--- config.mk ---
export PLATFORM = sky130hd
export DESIGN_NAME = ram_bit_pack_writer_32
export DESIGN_NICKNAME = d
export VERILOG_FILES = /design/src/rtl/ram_bit_pack_writer_32.sv
export SDC_FILE = /design/constraint.sdc
export NUM_CORES = 1
export LEC_CHECK = 0
export CORE_MARGIN = 3
export CORE_UTILIZATION = 59
export CTS_CLUSTER_DIAMETER = 200
export DETAILED_ROUTE_END_ITERATION = 10
export PLACE_DENSITY_LB_ADDON = 0.1
export SYNTH_ARGS = -nofsm -noshare
export SYNTH_HDL_FRONTEND = slang
export SYNTH_SLANG_ARGS = --single-unit
--- constraint.sdc ---
create_clock -name clk -period 6.8 [get_ports clk]
set_clock_uncertainty 0.2 [all_clocks]
set_input_delay 1.7 -clock clk [delete_from_list [all_inputs] [get_ports clk]]
set_output_delay 1.7 -clock clk [all_outputs]
set_load 0.02 [all_outputs]
--- src/rtl/ram_bit_pack_writer_32.sv ---
`timescale 1ns/1ps
// Purpose : packs a serial valid/ready bit stream into DATA_WIDTH-bit RAM words with write mask and bit count.
// Latency : a closed word appears on out_data one cycle after its final bit (or the flush) is accepted.
// Backpressure: in_ready = !out_valid | out_ready; a held word keeps out_* stable and stalls input.
//
// Ports:
//   clk, rst_n                  clock, asynchronous active-low reset
//   in_bit/in_valid/in_last     serial bit stream; in_last closes the current word
//   in_ready                    bit (and flush) accepted this cycle
//   flush                       pulse: close the partial word (latched if in_ready=0)
//   out_data/out_mask/out_count packed word, written-bit mask, number of bits (1..DATA_WIDTH)
//   out_valid/out_ready         RAM-side handshake
//
// Build option: define RAM_BITPACK_MSB_FIRST_EN to fill words from the MSB downward
// (partial words left-aligned). Count, handshake and latency are unchanged.

module ram_bit_pack_writer_32 #(
    parameter int DATA_WIDTH = 32,
    parameter int IDX_WIDTH  = 5
) (
    input  logic                  clk,
    input  logic                  rst_n,
    input  logic                  in_bit,
    input  logic                  in_valid,
    input  logic                  in_last,
    output logic                  in_ready,
    input  logic                  flush,
    output logic [DATA_WIDTH-1:0] out_data,
    output logic [DATA_WIDTH-1:0] out_mask,
    output logic [IDX_WIDTH:0]    out_count,
    output logic                  out_valid,
    input  logic                  out_ready
);

    localparam logic [IDX_WIDTH:0]    CNT_LAST = (IDX_WIDTH+1)'(DATA_WIDTH - 1);
    localparam logic [DATA_WIDTH-1:0] ONE_HOT0 = DATA_WIDTH'(1);

    // Output-slot state: FILL = slot empty, HOLD = word presented to the RAM.
    // Bits keep accumulating in both states whenever in_ready is high.
    typedef enum logic {
        FILL = 1'b0,
        HOLD = 1'b1
    } state_t;

    state_t                state;
    state_t                state_nxt;

    logic [DATA_WIDTH-1:0] acc;
    logic [DATA_WIDTH-1:0] mask;
    logic [IDX_WIDTH:0]    cnt;
    logic                  flush_pend;

    logic                  accept;
    logic                  flush_req;
    logic                  close;
    logic [IDX_WIDTH-1:0]  pos;
    logic [DATA_WIDTH-1:0] sel;
    logic [DATA_WIDTH-1:0] acc_upd;
    logic [DATA_WIDTH-1:0] mask_upd;
    logic [IDX_WIDTH:0]    cnt_upd;

    assign out_valid = (state == HOLD);

    always_ff @(posedge clk or negedge rst_n) begin
        if (!rst_n) begin
            state <= FILL;
        end else begin
            state <= state_nxt;
        end
    end

    always_comb begin
        in_ready  = 1'b0;
        accept    = 1'b0;
        flush_req = 1'b0;
        pos       = '0;
        sel       = '0;
        acc_upd   = acc;
        mask_upd  = mask;
        cnt_upd   = cnt;
        close     = 1'b0;
        state_nxt = state;

        // Registered state and out_ready only: never looks at in_valid.
        in_ready  = (state == FILL) | out_ready;
        accept    = in_valid & in_ready;
        // A flush seen while stalled is replayed on the first ready cycle.
        flush_req = (flush | flush_pend) & in_ready;

`ifdef RAM_BITPACK_MSB_FIRST_EN
        pos = IDX_WIDTH'(DATA_WIDTH - 1) - cnt[IDX_WIDTH-1:0];
`else
        pos = cnt[IDX_WIDTH-1:0];
`endif
        sel = ONE_HOT0 << pos;

        if (accept) begin
            acc_upd  = in_bit ? (acc | sel) : acc;
            mask_upd = mask | sel;
            cnt_upd  = cnt + 1'b1;
        end

        // cnt_upd != 0 covers both a flush on an existing partial word and
        // a flush coincident with the first bit; an empty word is never emitted.
        close = (accept & ((cnt == CNT_LAST) | in_last))
              | (flush_req & (cnt_upd != '0));

        case (state)
            FILL: if (close) state_nxt = HOLD;
            HOLD: if (!close && out_ready) state_nxt = FILL;
            default: state_nxt = FILL;
        endcase
    end

    always_ff @(posedge clk or negedge rst_n) begin
        if (!rst_n) begin
            acc        <= '0;
            mask       <= '0;
            cnt        <= '0;
            flush_pend <= 1'b0;
            out_data   <= '0;
            out_mask   <= '0;
            out_count  <= '0;
        end else begin
            if (close) begin
                // close only happens with in_ready=1, so the slot is free or draining now.
                out_data  <= acc_upd;
                out_mask  <= mask_upd;
                out_count <= cnt_upd;
                acc       <= '0;
                mask      <= '0;
                cnt       <= '0;
            end else begin
                acc  <= acc_upd;
                mask <= mask_upd;
                cnt  <= cnt_upd;
            end

            if (in_ready) begin
                flush_pend <= 1'b0;
            end else if (flush) begin
                flush_pend <= 1'b1;
            end
        end
    end

endmodule
==> flow_metrics.env <==
export IMPL_cts_resized=0
export IMPL_synth_cell_area_um2=5790
export IMPL_end_kind="output pin"
export IMPL_htree_levels=4
export IMPL_hpwl_mm=7.22
export IMPL_area_growth_pct=24.2
export IMPL_syn_avg_cell_area_um2=11.2
export IMPL_r2r_slack_ns=3.67
export IMPL_crit_fanout=7
export IMPL_clockBufferDepth=2
export IMPL_p_leak_nw=3.38
export IMPL_grt_usage=0.230
export IMPL_core_area_um2=9370
export IMPL_drt_initial_drc_count=201
export IMPL_cts_tree="built"
export IMPL_fin_crit_ns=4.97
export IMPL_fp_dieW_um=105
export IMPL_die_area_um2=11000
export IMPL_cts_buffers=17
export IMPL_min_path_cells=2
export IMPL_vdd_drop_max_uv=426
export IMPL_cts_hold_buf=0
export IMPL_fin_tns_setup_ns=0
export IMPL_drt_total_wl_mm=11.6
export IMPL_synth_yosys_seq_area_share=0.614
export IMPL_grt_pass1_wl_mm=20.1
export IMPL_final_setup_viol_count=0
export IMPL_regToRegEndpoint="out_valid"
export IMPL_fin_util=0.766
export IMPL_crit_arrival_ns=3.07
export IMPL_finalCritPeriodShare=0.731
export IMPL_firstDrtPassIters=4
export IMPL_port_buffers=78
export IMPL_root_buffer="clkbuf_8"
export IMPL_grt_overflow_total=0
export IMPL_antenna_found_initial=0
export IMPL_fin_total_pwr_mw=2.36
export IMPL_cp_required_ns=4.90
export IMPL_status="finished clean"
export IMPL_diodes=0
export IMPL_ioPinCount=79
export IMPL_via_per_inst=5.22
export IMPL_slew_violations=0
export IMPL_critPathKind="in2out"
export IMPL_die_h_um=105
export IMPL_initial_core_util=0.617
export IMPL_row_count=35
export IMPL_clk_pin_slew_worst_paths_ns=0.06
export IMPL_insertion_delay_ns=0.51
export IMPL_postRouteAntennaNets=0
export IMPL_reg2reg_from="cnt[0]"
export IMPL_synthesis_nets=530
export IMPL_maxCapViolCount=0
export IMPL_wire_per_inst_um=15.8
export IMPL_synthCells=517
export IMPL_whs_ns=0.278
export IMPL_grt_max_degree=137
export IMPL_tightest_slew_ns=0.811
export IMPL_grt_pass1_vias=3989
export IMPL_hp_start="mask[30]"
export IMPL_drc=0
export IMPL_clock_sinks=142
export IMPL_yosys_warnings=0
export IMPL_ys_types=34
export IMPL_max_freq_mhz=201
export IMPL_via_count=3835
export IMPL_rsz0062_at_grt="no"
export IMPL_reg2reg_depth=8
export IMPL_hold_path_class="reg2reg"
export IMPL_post_cts_setup_buffers=0
export IMPL_power_density_nw_per_um2=329
export IMPL_slew_headroom=0.459
export IMPL_cp_start_kind="input pin"
export IMPL_fin_nets=606
export IMPL_ys_seq_elements=142
export IMPL_finalHoldViolCount=0
export IMPL_place_congestion=0.789
export IMPL_drive_gt1_frac=0.0677
export IMPL_holdPathEnd="mask[30]"
[cell families after synthesis]
family                     synth area share
buffers and inverters                0.0817
xor gates and xnor gates             0.0106
adders and majority gates            0.0130
AOI/OAI and AO/OA                    0.0716
and+or+nand+nor                      0.0895
muxes                                 0.119
DFF                                   0.614
[synthesized netlist by cell type]
| cell type | count | area share |
|---|---|---|
| a21oi_1 | 60 | 0.052 |
| a31oi_1 | 9 | 0.0097 |
| and2_1 | 11 | 0.012 |
| and2b_4 | 1 | 0.0017 |
| and3_1 | 3 | 0.0032 |
| and3b_1 | 1 | 0.0015 |
| buf_1 | 1 | 0.00065 |
| buf_2 | 6 | 0.0052 |
| buf_4 | 2 | 0.0026 |
| buf_6 | 11 | 0.021 |
| clkbuf_1 | 5 | 0.0032 |
| dfrtp_1 | 142 | 0.61 |
| ha_1 | 6 | 0.013 |
| inv_1 | 74 | 0.048 |
| inv_2 | 1 | 0.00065 |
| mux2i_1 | 69 | 0.12 |
| nand2_1 | 3 | 0.0019 |
| nand2b_1 | 1 | 0.0011 |
| nand3_1 | 3 | 0.0026 |
| nand4_1 | 2 | 0.0022 |
| nor2_1 | 80 | 0.052 |
| nor2b_1 | 3 | 0.0032 |
| nor3_1 | 3 | 0.0026 |
| nor3_2 | 2 | 0.0035 |
| nor4_1 | 1 | 0.0011 |
| o21ai_0 | 4 | 0.0035 |
| o21ai_1 | 1 | 0.00086 |
| o21bai_1 | 1 | 0.0013 |
| o221ai_1 | 1 | 0.0015 |
| o31a_1 | 1 | 0.0015 |
| o31ai_1 | 1 | 0.0013 |
| or2_1 | 1 | 0.0011 |
| xnor2_1 | 5 | 0.0076 |
| xor2_1 | 2 | 0.0030 |
[cell type report]
| type | count | area [µm²] |
|---|---|---|
| sequential | 142 | 3550 |
| tap | 129 | 161 |
| inverter | 75 | 282 |
| multi-input combinational | 275 | 1780 |
| clock buffer | 19 | 432 |
| timing repair buffer | 82 | 825 |
| fill | 645 | 2190 |
| clock inverter | 13 | 154 |
[registers in the layout, indices dropped and copies added (netlist names)]
name / cells
out_count: 6
out_valid: 1
out_data: 32
flush_pend: 1
acc: 32
cnt: 6
mask: 32
out_mask: 32
[power breakdown]
| group | total [mW] | internal (mW) | switching, mW |
|---|---|---|---|
| sequential | 0.929 | 0.896 | 0.0335 |
| clock | 0.912 | 0.540 | 0.372 |
| combinational | 0.522 | 0.204 | 0.318 |
[critical path, stage by stage]
cell and delay [ns]:
clkdlybuf4s50_1 0.45, and2b_4 0.21, inv_2 0.10, clkdlybuf4s50_1 0.61
[per-stage QoR]
step | cells | instance area [µm²] | setup WS, ns
2_1_floorplan | 517 | 5790 | 2.83
3_3_place_gp | 703 | 6600 | 1.84
3_5_place_dp | 703 | 6600 | 1.83
4_1_cts | 735 | 7180 | 1.83
5_1_grt | 735 | 7180 | 1.78
6_report | 735 | 7180 | 1.83
[metal layers]
metal  track usage  vias up  routed length [µm]
li1              -     1823                   -
met1         0.314     1906                5250
met2         0.362       95                5740
met3        0.0581       11                 483
met4        0.0815        0                 121
met5             0        -                   0
[placed cells by master (no fill, tap or decap), types with 2 or more instances in the layout]
cell type          n
dfrtp_1          142
nor2_1            80
clkdlybuf4s50_1   77
inv_1             74
mux2i_1           69
a21oi_1           60
clkbuf_16         16
and2_1            11
a31oi_1            9
ha_1               6
xnor2_1            5
inv_6              5
o21ai_0            4
clkinvlp_4         4
nand2_1            3
nand3_1            3
nor3_1             3
and3_1             3
nor2b_1            3
buf_4              3
nand4_1            2
nor3_2             2
xor2_1             2
clkbuf_8           2
bufinv_16          2
[how the worst max path moves through the flow]
stage / start / endpoint / slack [ns] / cells after the start
floorplan: out_ready / in_ready / 2.83 / 2
global placement: out_ready / in_ready / 1.84 / 4
detailed placement: out_ready / in_ready / 1.83 / 4
CTS: out_ready / in_ready / 1.83 / 4
global route: out_ready / in_ready / 1.78 / 4
finish: out_ready / in_ready / 1.83 / 4
Power figures use the tool's default switching activity.
